<file path="config.mk">
export PLATFORM = sky130hd
export DESIGN_NAME = game_ctrl_n
export DESIGN_NICKNAME = d
export VERILOG_FILES = /design/src/rtl/game_ctrl_n.sv
export SDC_FILE = /design/constraint.sdc
export NUM_CORES = 1
export LEC_CHECK = 0
export CORE_MARGIN = 8
export CORE_UTILIZATION = 70
export DETAILED_ROUTE_END_ITERATION = 8
export DONT_BUFFER_PORTS = 1
export PLACE_DENSITY = 0.87
export SYNTH_ARGS = -nofsm -noshare
export SYNTH_HDL_FRONTEND = slang
export SYNTH_SLANG_ARGS = --single-unit
</file>
<file path="constraint.sdc">
create_clock -name Clk -period 10.06 [get_ports Clk]
set_input_delay 1.006 -clock Clk [delete_from_list [all_inputs] [get_ports Clk]]
set_output_delay 1.006 -clock Clk [all_outputs]
set_load 0.05 [all_outputs]
</file>
<file path="src/rtl/game_ctrl_n.sv">
// game_ctrl_n: Flappy Bird game-phase FSM with multi-pipe scoring, overflow-safe collision geometry and session high score.
module game_ctrl_n #(
  parameter int NUM_PIPES = 2,
  parameter int COORD_W   = 10,
  parameter int BIRD_R    = 10,
  parameter int PIPE_HW   = 50,
  parameter int GAP_H     = 150,
  parameter int FLOOR_Y   = 1000,
  parameter int SCORE_W   = 16
) (
  input  logic                           Clk,
  input  logic                           Reset,
  input  logic                           Start,
  input  logic                           Ack,
  input  logic                           Pause,
  input  logic [COORD_W-1:0]             XBird,
  input  logic [COORD_W-1:0]             YBird,
  input  logic [NUM_PIPES*COORD_W-1:0]   XPipes,
  input  logic [NUM_PIPES*COORD_W-1:0]   YPipes,
  output logic                           q_I,
  output logic                           q_EN,
  output logic                           q_P,
  output logic                           q_End,
  output logic [SCORE_W-1:0]             points,
  output logic [SCORE_W-1:0]             high_score,
  output logic                           new_high
);
  localparam int W  = COORD_W + 2;
  localparam int CW = $clog2(NUM_PIPES + 1);
  localparam logic [W-1:0] R  = W'(BIRD_R);
  localparam logic [W-1:0] HW = W'(PIPE_HW);
  localparam logic [W-1:0] GH = W'(GAP_H);
  localparam logic [W-1:0] FL = W'(FLOOR_Y);

  typedef enum logic [3:0] {
    S_INIT  = 4'b0001,
    S_GAME  = 4'b0010,
    S_PAUSE = 4'b0100,
    S_END   = 4'b1000
  } state_t;

  state_t                 state_q, state_d;
  logic [NUM_PIPES-1:0]   pass_q, pass_d, behind, hit;
  logic [SCORE_W-1:0]     points_q, points_d, high_q, high_d, scored;
  logic                   new_high_q, new_high_d, crash;
  logic [W-1:0]           xb, yb;
  logic [CW-1:0]          cross_n;
  logic [SCORE_W:0]       sum;

  assign xb = W'(XBird);
  assign yb = W'(YBird);

  // Every term is widened by two bits and compared additively, so nothing can wrap near zero.
  for (genvar i = 0; i < NUM_PIPES; i++) begin : g_pipe
    logic [W-1:0] xp, yp;
    assign xp        = W'(XPipes[i*COORD_W +: COORD_W]);
    assign yp        = W'(YPipes[i*COORD_W +: COORD_W]);
    assign behind[i] = xb >= xp;
    assign hit[i]    = (xb + R + HW > xp) && (xb < xp + HW + R) &&
                       ((yb < yp + R) || (yb + R > yp + GH));
  end

  assign crash = (|hit) || (yb > FL);

  always_comb begin
    cross_n = '0;
    for (int i = 0; i < NUM_PIPES; i++)
      cross_n = cross_n + CW'(~pass_q[i] & behind[i]);
  end

  assign sum    = {1'b0, points_q} + (SCORE_W+1)'(cross_n);
  assign scored = sum[SCORE_W] ? '1 : sum[SCORE_W-1:0];

  always_comb begin
    state_d    = state_q;
    pass_d     = pass_q;
    points_d   = points_q;
    high_d     = high_q;
    new_high_d = new_high_q;
    case (state_q)
      S_INIT: begin
        points_d   = '0;
        new_high_d = 1'b0;
        if (Start) begin
          state_d = S_GAME;
          pass_d  = behind;
        end
      end
      S_GAME: begin
        if (crash) begin
          state_d  = S_END;
          pass_d   = behind;
          points_d = scored;
          if (scored > high_q) begin
            high_d     = scored;
            new_high_d = 1'b1;
          end
        end else if (Pause) begin
          state_d = S_PAUSE;
        end else begin
          pass_d   = behind;
          points_d = scored;
        end
      end
      S_PAUSE: state_d = Pause ? S_PAUSE : S_GAME;
      S_END: begin
        if (Ack) begin
          state_d    = S_INIT;
          new_high_d = 1'b0;
        end
      end
      default: state_d = S_INIT;
    endcase
  end

  always_ff @(posedge Clk) begin
    if (!Reset) begin
      state_q    <= S_INIT;
      pass_q     <= '1;
      points_q   <= '0;
      high_q     <= '0;
      new_high_q <= 1'b0;
    end else begin
      state_q    <= state_d;
      pass_q     <= pass_d;
      points_q   <= points_d;
      high_q     <= high_d;
      new_high_q <= new_high_d;
    end
  end

  assign q_I        = state_q[0];
  assign q_EN       = state_q[1];
  assign q_P        = state_q[2];
  assign q_End      = state_q[3];
  assign points     = points_q;
  assign high_score = high_q;
  assign new_high   = new_high_q;
endmodule

</file>
==> results of run 1 <==
-- synthesized netlist by cell type (all sizes together), types with 5 or more instances --
master	count	area share
nand2b	10	0.011
nand4	23	0.029
clkbuf	13	0.0088
a21o	7	0.0095
a21oi	28	0.026
a31oi	9	0.013
dfxtp	39	0.14
ha	119	0.27
nor2	45	0.030
nand2	67	0.045
nor3	16	0.015
inv	55	0.037
o21a	7	0.0095
o31ai	23	0.031
or3	5	0.0056
buf	9	0.012
o21bai	6	0.0081
mux2i	13	0.023
o21ai	39	0.036
xor2	28	0.044
a211oi	12	0.017
xnor2	34	0.054
nand3	32	0.029
nor2b	10	0.011
-- registers in the layout, indices dropped and copies added, names as in the netlist --
| signal | count |
|---|---|
| high_score | 16 |
| points | 16 |
| state_q | 4 |
| pass_q | 2 |
| new_high | 1 |
-- power by group --
group,leakage [nW],internal (W),switching (W)
Combinational,2.12,0.0000985,0.000119
Sequential,0.315,0.000159,0.0000173
Clock,0.0371,0.0000463,0.0000526
Total,2.47,0.000304,0.000189
-- path summary, 6_finish.rpt --
| check | endpoint | cells past startpoint | slack (ns) |
|---|---|---|---|
| worst max register to register | high_score[0] | 18 | 4.75 |
| worst min-delay path | pass_q[1] | 2 | 0.55 |
| worst min register to register | pass_q[1] | 2 | 0.55 |
| worst max-delay path | high_score[0] | 29 | 2.77 |
-- worst max-delay path: cells and delay by family --
kind / cells / cell delay (ns)
AO/OA/AOI/OAI: 11 / 2.58
AND/OR/NAND/NOR: 11 / 2.50
adder cells (fa/ha/maj): 5 / 1.32
buffers and inverters: 2 / 0.09
-- cells by family after synthesis --
| group | Yosys count |
|---|---|
| buffers and inverters | 77 |
| and+or+nand+nor | 226 |
| muxes | 14 |
| xor gates and xnor gates | 62 |
| AOI/OAI and AO/OA | 161 |
| DFF | 39 |
| adders and majority gates | 120 |
-- per-layer routing --
| layer | part of all wire | vias to the layer above |
|---|---|---|
| li1 | - | 2518 |
| met1 | 0.43 | 2364 |
| met2 | 0.47 | 180 |
| met3 | 0.091 | 18 |
| met4 | 0.015 | 0 |
| met5 | 0 | - |
-- cell type report --
type | instances | area share
clock buffers | 6 | 0.01287
inverters | 55 | 0.03663
flip-flops and latches | 39 | 0.1385
well taps | 102 | 0.02264
multi-input cells | 583 | 0.7893
-- per-stage QoR --
stage | worst slack (ns) | utilization | cells | area (um^2) | hold WS (ns)
floorplan | 3.577 | - | 699 | 5554 | 0.4993
global placement | 2.793 | 0.7200 | 779 | 5564 | 0.5178
detailed placement | 2.607 | 0.7200 | 779 | 5564 | 0.5350
CTS | 2.893 | 0.7294 | 785 | 5637 | 0.5516
global route | 2.087 | 0.7294 | 785 | 5637 | 0.5800
finish | 2.766 | 0.7294 | 785 | 5637 | 0.5493
==> flow_metrics.tcl, run 1 <==
set metrics [dict create \
    portBuffers 0 \
    synthAdderAreaFrac 0.2717 \
    syn_nets 884 \
    yosysWarnings 0 \
    min_from "pass_q[1]" \
    mostFrequentLayoutCell "ha_1" \
    powerDensity_nw_per_um2 87.42 \
    slowest_stage "a31oi_4" \
    synth_top_family_by_area "adder cells" \
    drive_above_1_share 0.03221 \
    cts_htree_levels 2 \
    worstSetupStartpointType "input pin" \
    cp.arrival_ns 7.49 \
    outcome "finished clean" \
    layout.area.seq_um2 780.7 \
    synth_area_um2 5554 \
    ys_ff_latch 39 \
    synthSimpleGateAreaFrac 0.2036 \
    std_cell_rows 32 \
    cts_made_buffers 5 \
    place.gp.congestion 0.8977 \
    synth_compound_area_frac 0.2025 \
    fin_nets 869 \
    io_pins 102 \
    die_x_um 105.1 \
    finalMaxSlewViolations 0 \
    path_class "in -> reg" \
    ys_types 70 \
    tightest_slew_ns 1.072 \
    setup_viol_count_final 0 \
    finalCritPeriodShare 0.7251 \
    synthMuxAreaShare 0.02546 \
    crit_top_cell "ha_1" \
    wl_um 14110 \
    power_w 0.0004927 \
    syn_inst 699 \
    min_period_ns 7.294 \
    cts_setup_buffers 0 \
    clk_pin_slew_ns 0.07 \
    antenna_left 0 \
    async_flop_share 0 \
    wl_per_cell_um 17.97 \
    use_met3 0.06634 \
    fillCellCount 599 \
    use_met2 0.4095 \
    clock_skew_ns 0.005154 \
    fin_tns_setup_ns 0 \
    cts_tree "built" \
    remaining_drc_errors 0 \
    syn2layout_area_growth_pct 1.487 \
    holdBufCountCts 0 \
    end_kind "register" \
    initial_utilization 0.7188 \
    synth-xor-area-share 0.09777 \
    r2r-start "points[0]" \
    maxCapViolations 0 \
    clock_sink_count 39 \
    hold_class "reg -> reg" \
    die_area_um2 11040 \
    rsz0062_at_grt "false" \
    layout_common_cells "ha_1 (119), nand2_1 (67), inv_1 (55), nor2_1 (45), dfxtp_1 (39)" \
    synthFlopType "dfxtp_1" \
    hold_viol 0 \
    drt_iter0_markers 279 \
    die_h_um 105.1 \
    grt_pass1_wl_um 22930 \
    ys_seq_area_frac 0.1406 \
    max_freq_mhz 137.1 \
    relSlewSlack 0.2825 \
    core_um2 7727 \
    peakVddDrop_mv 0.06988 \
    drtPass1Iterations 5 \
    grt_max_degree 36 \
    multiInputGateArea_um2 4449 \
    synth_edf_count 0 \
    via_per_inst 6.471 \
    grtUsageTotal 0.2426 \
    cts.repair.resized 0 \
    path_max_fanout 32 \
    cts-root-buf "clkbuf_8" \
    dp_hpwl_um 11590 \
    clk_latency_ns 0.29 \
    slowest_delay_ns 0.69 \
    overflow 0 \
    num_vias 5080 \
    crit_path_start "XBird[0]" \
    met1_usage 0.2992 \
    critical_path_required_ns 10.25 \
    p_leak_nw 2.468 \
    grt_pass1_vias 4853 \
    diodes 0 \
    grt_busiest_layer "met2" \
    clockBufferDepth 2 \
    antenna_found_initial 0 \
    avgSynthCellArea_um2 7.946 \
]
No activity file was read; power rests on OpenSTA's default activity.
==> run 2, diff against run 1 <==
--- a/config.mk
+++ b/config.mk
@@ -6,10 +6,10 @@
 export NUM_CORES = 1
 export LEC_CHECK = 0
 export CORE_MARGIN = 8
-export CORE_UTILIZATION = 70
+export CORE_UTILIZATION = 66
 export DETAILED_ROUTE_END_ITERATION = 8
 export DONT_BUFFER_PORTS = 1
-export PLACE_DENSITY = 0.87
+export PLACE_DENSITY = 0.83
 export SYNTH_ARGS = -nofsm -noshare
 export SYNTH_HDL_FRONTEND = slang
 export SYNTH_SLANG_ARGS = --single-unit
==> constraint.sdc (replaced) <==
create_clock -name Clk -period 7.5 [get_ports Clk]
set_input_delay 0.75 -clock Clk [delete_from_list [all_inputs] [get_ports Clk]]
set_output_delay 0.75 -clock Clk [all_outputs]
set_load 0.05 [all_outputs]
==> run 2 against run 1 <==
Setup slack worse by 2.2 ns. Final area is 0.84% higher. Critical path depth is 1 higher. Via count is 1.1% higher. Register-to-register slack worse by 2.4 ns. Sequential share of layout area is 0.12 points lower. Global-route usage is 0.14 points higher. Flip-flop and latch count stayed put. Non-clock buffer count is 2 higher. First-iteration DRC count is 27% higher. Clock skew is 0.00067 ns lower. Total power is 36% higher. Largest power group unchanged.
==> flow_metrics.tcl, run 2 (same netlist as run 1, synthesis figures left out) <==
set metrics [dict create \
    outcome "finished clean" \
    num_vias 5134 \
    overflow 0 \
    relSlewSlack 0.2785 \
    worstRegToRegCells 19 \
    fillCellCount 687 \
    wl_um 14380 \
    critPathTopFamily "compound AO/OA/AOI/OAI gates" \
    antenna_found_initial 0 \
    syn2layout_area_growth_pct 2.343 \
    wl_per_cell_um 18.13 \
    grt_pass1_vias 5014 \
    path_depth 30 \
    cts_made_buffers 5 \
    cp.arrival_ns 7.03 \
    die_x_um 107.7 \
    fin_tns_setup_ns 0 \
    io_pins 102 \
    multiInputGateArea_um2 4467 \
    dpl.cell_count 782 \
    die_h_um 107.7 \
    grtUsageTotal 0.2440 \
    maxCapViolations 0 \
    finalCritPeriodShare 0.9184 \
    layout_common_cells "ha_1 (119), nand2_1 (67), inv_1 (55), nor2_1 (45), dfxtp_1 (39)" \
    min_path_cells 2 \
    placed_area_um2 5568 \
    path_class "in -> reg" \
    place.gp.congestion 0.8834 \
    worstSetupStartpointType "input pin" \
    initial_utilization 0.6794 \
    drive_above_1_share 0.04215 \
    clock_skew_ns 0.004482 \
    via_per_inst 6.474 \
    std_cell_rows 33 \
    p_leak_nw 2.489 \
    layout_setup_ws_ns 0.6120 \
    grt_pass1_wl_um 23680 \
    crit_buf_inv 4 \
    path_max_fanout 16 \
    instances_no_fill 793 \
    pre_cts_slack_ns 0.2186 \
    crit_top_cell "ha_1" \
    hold_viol 0 \
    min_period_ns 6.888 \
    max_freq_mhz 145.2 \
    slowest_stage "a31oi_2" \
    end_kind "register" \
    portBuffers 0 \
    critical_path_required_ns 7.65 \
    core_um2 8175 \
    hold_class "reg -> reg" \
    clk_pin_slew_ns 0.08 \
    grt_max_degree 36 \
    design_area_um2 5684 \
    remaining_drc_errors 0 \
    finalMaxSlewViolations 0 \
    clk_latency_ns 0.30 \
    die_area_um2 11610 \
    cts-root-buf "clkbuf_8" \
    drt_iter0_markers 355 \
    setup_viol_count_final 0 \
    clock_sink_count 39 \
    mostFrequentLayoutCell "ha_1" \
    diodes 0 \
    clockBufferDepth 2 \
    final_util 0.6953 \
    powerDensity_nw_per_um2 118.1 \
    slowest_delay_ns 0.75 \
    fin_nets 872 \
    layout.area.seq_um2 780.7 \
    drtPass1Iterations 7 \
    rsz0062_at_grt "false" \
    peakVddDrop_mv 0.07372 \
    cts_tree "built" \
    dp_hpwl_um 11690 \
    tightest_slew_ns 1.078 \
    cts_htree_levels 2 \
    antenna_left 0 \
]
==> run 2: worst paths after layout <==
| kind | startpoint | end | slack (ns) |
|---|---|---|---|
| max reg2reg | points[0] | high_score[0] | 2.35 |
| max | XBird[0] | high_score[0] | 0.61 |
| min reg2reg | pass_q[0] | pass_q[0] | 0.55 |
| min | pass_q[0] | pass_q[0] | 0.55 |
==> run 2: stage by stage <==
step / power [W] / hold WS (ns)
global placement: 0.0005141 / 0.5164
CTS: 0.0006697 / 0.5538
detailed placement: 0.0005298 / 0.5335
floorplan: 0.0004918 / 0.4993
finish: 0.0006714 / 0.5541
global route: 0.0007214 / 0.5648
==> run 2: final cells by class <==
cell class                      instances  share of cell area
Sequential cell                        39              0.1374
Timing Repair Buffer                    2            0.002641
Clock buffer                            5             0.01211
Multi-Input combinational cell        584              0.7858
Clock inverter                          3            0.002641
Tap cell                              105             0.02311
Inverter                               55             0.03632
==> run 2: power by group <==
group | internal, W | switching (W) | total (W)
Combinational | 0.000132 | 0.000162 | 0.000295
Sequential | 0.000213 | 0.0000230 | 0.000236
Clock | 0.0000637 | 0.0000771 | 0.000141
Total | 0.000409 | 0.000262 | 0.000671
==> run 2: worst reg2reg max path, cell delays in order, from the launching register on <==
cell and delay (ns):
dfxtp_1 0.68, ha_1 0.26, inv_1 0.06, fa_1 0.40, nor2b_1 0.21, nand2_1 0.13
nor3_1 0.47, and4_1 0.33, nand4_1 0.18, buf_4 0.26, buf_4 0.14, nand2_1 0.11
ha_1 0.15, nand4_1 0.10, nor2_1 0.20, o21ai_0 0.12, a21oi_1 0.16, o31ai_2 0.12
a31oi_2 0.75, a211oi_1 0.18
==> run 2: repair_timing <==
item	in CTS	in global routing
resized for setup	0	1
hold buffers	0	0
setup buffers	0	2
endpoints found under the setup margin	0	16
==> run 2: per-layer routing <==
| layer | up-vias | routed length [um] | track usage |
|---|---|---|---|
| met3 | 21 | 1365 | 0.05928 |
| li1 | 2524 | - | - |
| met2 | 199 | 6752 | 0.4105 |
| met1 | 2390 | 6014 | 0.3024 |
| met4 | 0 | 243 | 0.06343 |
| met5 | - | 0 | 0 |
